`src/rtl/dff_pipe_pkg.sv`:
```
// dff_pipe_pkg: shared stage control record, default reset value and count-width helper for dff_pipe (parity field only with DFF_PIPE_PARITY_EN)
package dff_pipe_pkg;
  localparam int DEF_WIDTH = 8;
  localparam logic [DEF_WIDTH-1:0] DEF_RESET_VAL = 8'h00;
  typedef struct packed {
    logic valid;
`ifdef DFF_PIPE_PARITY_EN
    logic par;
`endif
  } stage_ctl_t;
  function automatic int cnt_width(input int depth);
    return $clog2(depth + 1);
  endfunction
endpackage

```
`src/rtl/dff_stage.sv`:
```
// dff_stage: one pipeline register (data + valid/parity), async active-low reset, sync clr, en hold; ports clk reset_n en clr d d_ctl -> q q_ctl
module dff_stage import dff_pipe_pkg::*; #(
  parameter int WIDTH = 8,
  parameter logic [WIDTH-1:0] RESET_VAL = '0
) (
  input  logic             clk,
  input  logic             reset_n,
  input  logic             en,
  input  logic             clr,
  input  logic [WIDTH-1:0] d,
  input  stage_ctl_t       d_ctl,
  output logic [WIDTH-1:0] q,
  output stage_ctl_t       q_ctl
);
  logic [WIDTH-1:0] data_q, data_d;
  stage_ctl_t ctl_q, ctl_d;
  always_comb begin
    data_d = clr ? RESET_VAL : en ? d : data_q;
    ctl_d = clr ? '0 : en ? d_ctl : ctl_q;
  end
  always_ff @(posedge clk or negedge reset_n) begin
    if (!reset_n) begin
      data_q <= RESET_VAL;
      ctl_q <= '0;
    end else begin
      data_q <= data_d;
      ctl_q <= ctl_d;
    end
  end
  assign q = data_q;
  assign q_ctl = ctl_q;
endmodule

```
`src/rtl/dff_pipe.sv`:
```
// dff_pipe: WIDTH x DEPTH delay line; in clk reset_n en clr d d_valid, out q qb q_valid count (+par_err with DFF_PIPE_PARITY_EN)
module dff_pipe import dff_pipe_pkg::*; #(
  parameter int WIDTH = 8,
  parameter int DEPTH = 4,
  parameter logic [WIDTH-1:0] RESET_VAL = WIDTH'(DEF_RESET_VAL),
  parameter int CNT_W = cnt_width(DEPTH)
) (
  input  logic             clk,
  input  logic             reset_n,
  input  logic             en,
  input  logic             clr,
  input  logic [WIDTH-1:0] d,
  input  logic             d_valid,
  output logic [WIDTH-1:0] q,
  output logic [WIDTH-1:0] qb,
  output logic             q_valid,
  output logic [CNT_W-1:0] count
`ifdef DFF_PIPE_PARITY_EN
  ,
  output logic             par_err
`endif
);
  logic [WIDTH-1:0] data [DEPTH];
  stage_ctl_t ctl [DEPTH];
  stage_ctl_t in_ctl;
  logic [CNT_W-1:0] count_q, count_d;
  always_comb begin
    in_ctl = '0;
    in_ctl.valid = d_valid;
`ifdef DFF_PIPE_PARITY_EN
    in_ctl.par = ^d;
`endif
  end
  for (genvar i = 0; i < DEPTH; i++) begin : g_stage
    if (i == 0) begin : g_head
      dff_stage #(.WIDTH(WIDTH), .RESET_VAL(RESET_VAL)) u_stage (
        .clk(clk), .reset_n(reset_n), .en(en), .clr(clr),
        .d(d), .d_ctl(in_ctl), .q(data[i]), .q_ctl(ctl[i])
      );
    end else begin : g_body
      dff_stage #(.WIDTH(WIDTH), .RESET_VAL(RESET_VAL)) u_stage (
        .clk(clk), .reset_n(reset_n), .en(en), .clr(clr),
        .d(data[i-1]), .d_ctl(ctl[i-1]), .q(data[i]), .q_ctl(ctl[i])
      );
    end
  end
  assign q = data[DEPTH-1];
  assign qb = ~data[DEPTH-1];
  assign q_valid = ctl[DEPTH-1].valid;
  // entering and leaving items cancel, so a full pipe with d_valid stays at DEPTH
  always_comb count_d = clr ? '0 : en ? count_q + CNT_W'(d_valid) - CNT_W'(q_valid) : count_q;
  always_ff @(posedge clk or negedge reset_n) begin
    if (!reset_n) count_q <= '0;
    else count_q <= count_d;
  end
  assign count = count_q;
`ifdef DFF_PIPE_PARITY_EN
  logic err_q, err_d;
  always_comb err_d = clr ? 1'b0 : q_valid & (^data[DEPTH-1] ^ ctl[DEPTH-1].par);
  always_ff @(posedge clk or negedge reset_n) begin
    if (!reset_n) err_q <= 1'b0;
    else err_q <= err_d;
  end
  assign par_err = err_q;
`endif
endmodule

```
`config.mk`:
```
export PLATFORM = sky130hd
export DESIGN_NAME = dff_pipe
export DESIGN_NICKNAME = d
export VERILOG_FILES = /design/src/rtl/dff_pipe_pkg.sv /design/src/rtl/dff_stage.sv /design/src/rtl/dff_pipe.sv
export SDC_FILE = /design/constraint.sdc
export NUM_CORES = 1
export LEC_CHECK = 0
export CAP_MARGIN = 20
export CORE_MARGIN = 10
export CORE_UTILIZATION = 30
export CTS_CLUSTER_DIAMETER = 100
export CTS_CLUSTER_SIZE = 8
export DETAILED_ROUTE_END_ITERATION = 7
export SLEW_MARGIN = 20
export SYNTH_ARGS = -nofsm -noshare
export SYNTH_HDL_FRONTEND = slang
export SYNTH_SLANG_ARGS = --single-unit
```
`constraint.sdc`:
```
create_clock -name clk -period 1.91 [get_ports clk]
set_input_delay 0.382 -clock clk [delete_from_list [all_inputs] [get_ports clk]]
set_output_delay 0.382 -clock clk [all_outputs]
set_load 0.03 [all_outputs]
```
## Yosys cells after proc, flatten, opt, wreduce, memory -nomap -nowiden

Index checks and enable logic that the tools add are counted.

| storage, ports and cells | value |
|---|---|
| output and inout port bits | 20 |
| bits in registers | 39 |
| bits of input ports | 13 |
| word-level logic and storage cells | 31 |

| cells by class | value |
|---|---|
| mux-type cells | 18 |
| bitwise operators | 1 |
| reduce and logical (&&, ||, !) cells | 1 |
| add/sub/neg operators | 2 |

Operators by type and width:

| kind | number |
|---|---|
| $mux 8 | 8 |
| $mux 1 | 8 |
| $not 8->8 | 1 |
| $mux 3 | 2 |
| $add 3x1->3 | 1 |
| $sub 3x1->3 | 1 |
| $reduce_bool 2->1 | 1 |

## Logic depth before layout (Yosys ltp)

| logic depth | value |
|---|---|
| depth in word-level cells | 4 |
| depth in mapped cells | 9 |
| depth with buffers taken out | 9 |

## Modules after synthesis

From an unflattened synthesis, not the netlist that was laid out.

| unflattened totals | value |
|---|---|
| cell total of the unflattened synthesis | 143 |
| area, all modules | 1681.6 µm² |

By module, submodules not included:

| module | area each (µm²) | sequential area each (µm²) | cells each | instances |
|---|---|---|---|---|
| dff_stage | 364.1 | 225.2 | 29 | 4 |
| dff_pipe | 225.2 | 75.1 | 27 | 1 |

## Worst setup path after synthesis

OpenSTA, ideal clock, no wires.

| timing path | value |
|---|---|
| kind | flip-flop to flip-flop |
| from | register count_q[0], in the netlist count[0] |
| to | register count_q[2], in the netlist count[2] |
| cell stages (with the launch flop) | 10 |
| path buffers | 0 |
| data required time | 1790 ps |
| period minus slack after synthesis | 1979 ps |
| slack | -69 ps |
| setup time | 120 ps |
| arrival time | 1859 ps |
| cells stage by stage | dfrtp_1 > inv_1 > ha_1 > inv_1 > ha_1 > inv_1 > fa_1 > xor2_1 > a21oi_2 > a31o_1 |

| on the way | value |
|---|---|
| longest elaborated chain between the ends | 4 |

RTL lines:

| element | line | text |
|---|---|---|
| from (decl) | dff_pipe.sv:26 | `logic [CNT_W-1:0] count_q, count_d;` |
| from (signal assigned) | dff_pipe.sv:54 | `else count_q <= count_d;` |
| $add 3x1->3 | dff_pipe.sv:51 | `always_comb count_d = clr ? '0 : en ? count_q + CNT_W'(d_valid) - CNT_W'(q_valid) : count_q;` |
| $sub 3x1->3 | dff_pipe.sv:51 |  |
| $mux 3 (2 in series) | dff_pipe.sv:51 |  |

No other way between the ends. The select of a mux whose other input is x is not followed.
A chain may end at the register's enable or synchronous reset.

## Final worst setup path

| timing path | value |
|---|---|
| from | register g_stage[3].g_body.u_stage.ctl_q |
| to | register count_q[2], in the netlist count[2] |

| on the way | value |
|---|---|
| longest elaborated chain between the ends | 3 |

RTL lines:

| element | line | text |
|---|---|---|
| from (decl) | dff_stage.sv:16 | `stage_ctl_t ctl_q, ctl_d;` |
| from (signal assigned) | dff_stage.sv:27 | `ctl_q <= ctl_d;` |
| $sub 3x1->3 | dff_pipe.sv:51 |  |
| $mux 3 (2 in series) | dff_pipe.sv:51 |  |

No other way between the ends. The select of a mux whose other input is x is not followed.

==> metrics.txt <==
status=complete, no violations; Max Cap Viol=0; starting density of the core=between 30% and 40%; CTS max path bufs=2; Synth Net Count=~170; CTS tree=built; gr usage total=around 7.0%; DR iter-0 viols=slightly above 60; R2R cell count=8; Crit path arrival time=2.00 ns; worst skew pair latency=0.29 ns; row count=27; post-synthesis sequential area ratio=between 50% and 60%; DIE HEIGHT=96.9 µm; HPWL after DPL=2250 µm; Avg Inst Size Synth=11.7 µm²; min Tclk post-route=between 1.5 and 2 ns; setup TNS=0 ns; Crit Path Max Fanout=3; Root Buffer=clkbuf_8; # hold bufs at CTS=0; reg-to-reg startpoint=g_stage[3].g_body.u_stage.q_ctl$_DFFE_PN0P_; dpl cells=243; Util after Layout=39.6%; nets=194; clock slew at reported path FFs=approximately 0.08 ns; fillers=559; Post-Synthesis Cells=around 150; grt met2 use=9.97%; Port Buffers=32; Worst Path Required=2.09 ns; Post-DP Area=0.00210 mm²; GR Overflow Total=0; peak per-stage delay on the critical path=0.41 ns; Synth area leaders=dfrtp_1 55%, mux2i_1 21%, nor2_1 8.2%; clock sinks=39; worst slew pin tran=0.527 ns; synth warn=0; Area growth, synth to finish=25.1%; Leakage Power=about 1.1 nW; FF-to-FF setup slack=0.09 ns; top cell type's share of synthesized area=55.0%; VDD IR-drop max=237 µV; ys async rst share=100%; Final setup viols=0; Synth area leader=dfrtp_1; H-tree depth=2; Hold Violations, Final=0; cts bufs inserted=5; total power draw=1.73 mW; Min Hold Slack=0.0586 ns; Setup WS pre-CTS=-0.114 ns; Chip Width=96.9 µm; Routed Antenna Nets=0; IO Pins=33; final non-filler cell total=251; slowest CP cell=dfrtp_2; first drt pass iteration count=4; final worst slack=approximately 0.086 ns; largest net degree at the start of global routing=38; final slew viol count=0; Startpoint Class=flop; Diodes inserted=0; first-pass GRT wire length=~5400 µm; crit share post-route=95.5%; drt drc=0; number of global-route vias before repair=around 1.1k; die area=0.00940 mm²; top_reg_cell synth=dfrtp_1; GPL Wtd Cong=0.679; top post-synthesis cells by count=39 x dfrtp_1, 39 x nor2_1, 38 x mux2i_1; Post-Route WL=3170 µm; synthesized cell area=0.00178 mm²; GRT Max-Usage Layer=met2; layout cells sized above 1=10.6%; M3 GR Usage=around 3.5%; total core area=approximately 0.0056 mm²; crit path cell chain=ha_1 > inv_1 > ha_1 > inv_1 > fa_2 > xor2_2 > a21oi_2 > a31o_1; Yosys cell types=15; EDFF count, synth=0; Via density=4.22; Critical Path Sink Type=flop; Worst Hold Class=input pin to async pin; Reg-to-Reg End=count[2]$_DFFE_PN0P_; Peak Freq=about 0.55 GHz; Final Cell Area=0.00222 mm²; synthesized flop and latch total=39; WS Path Type=flop to flop; met1 GRT Util=8.18%; PwrDens=a little under 800 mW/mm²; initial antenna violation count=0; Slew headroom=64.9%; Setup Skew=0.00355 ns; vias=1059; DR WL/cell=12.6 µm
worst max-delay path, delay by kind of cell, from the launching register on:
family	cells	cell delay (ns)
xor+xnor	1	0.18
fa+ha+maj	3	0.77
buf+inv	2	0.11
flops	1	0.41
compound gates	2	0.25
state kept, by name (all words and copies together) (netlist names):
register	cells
count	3
g_stage.g_body.u_stage.q	24
g_stage.g_body.u_stage.q_ctl	3
g_stage.g_head.u_stage.q	8
g_stage.g_head.u_stage.q_ctl	1
kinds of logic after synthesis:
group | synth area share, %
simple gates | 8.60
flops | 55.0
mux | 21.4
buf+inv | 11.0
fa+ha+maj | 2.54
compound gates | 0.987
xor+xnor | 0.493
area by class of cell:
type                       count  area [µm²]  share of cell area (%)
tap                           72        90.1                    4.06
sequential                    39         978                    44.1
clock inverter                 3        43.8                    1.97
clock buffer                   5        68.8                    3.10
multi-input combinational     84         614                    27.7
inverter                      12        45.0                    2.03
timing repair buffer          36         380                    17.1
cell usage in the layout, fill, tap and decap left out:
master           instances
a21oi_2                  1
a31o_1                   1
buf_12                   3
buf_2                    2
buf_4                    1
bufinv_16                1
clkbuf_8                 5
clkdlybuf4s50_1         29
clkinv_2                 1
clkinv_4                 1
dfrtp_1                 37
dfrtp_2                  2
dlymetal6s2s_1           1
fa_2                     1
ha_1                     2
inv_1                   12
mux2i_1                 38
nand2b_1                 1
nor2_1                  39
xor2_2                   1
layer usage:
metal  routed length (µm)  vias to the layer above
met5                    0                        -
met4                   82                        0
met3                  241                        7
met2                 1340                       25
met1                 1500                      499
li1                     -                      528
worst max-delay path by stage:
stage / from / end / slack, ns / depth (start not counted)
after global routing: g_stage[3].g_body.u_stage.q_ctl$_DFFE_PN0P_ / count[2]$_DFFE_PN0P_ / -0.009 / 8
after CTS: g_stage[3].g_body.u_stage.q_ctl$_DFFE_PN0P_ / count[2]$_DFFE_PN0P_ / 0.02 / 8
after global placement: d_valid / count[2]$_DFFE_PN0P_ / -0.09 / 7
after detailed placement: d_valid / count[2]$_DFFE_PN0P_ / -0.11 / 7
final: g_stage[3].g_body.u_stage.q_ctl$_DFFE_PN0P_ / count[2]$_DFFE_PN0P_ / 0.09 / 8
after floorplan: g_stage[3].g_body.u_stage.q_ctl$_DFFE_PN0P_ / count[2]$_DFFE_PN0P_ / 0.006 / 8
report_power, final:
| part | total, mW | leakage, nW | switching (mW) | internal [mW] |
|---|---|---|---|---|
| clock | 0.683 | 0.0581 | 0.294 | 0.389 |
| combinational | 0.177 | 0.518 | 0.0933 | 0.0838 |
| sequential | 0.867 | 0.532 | 0.0161 | 0.851 |
| total | 1.73 | 1.11 | 0.403 | 1.32 |
what timing repair did:
| item | in CTS | in global routing |
|---|---|---|
| gates resized for setup | 0 | 3 |
| buffers inserted | 0 | 0 |
| setup endpoints to repair | 0 | 1 |
No activity file was read; power rests on OpenSTA's default activity.
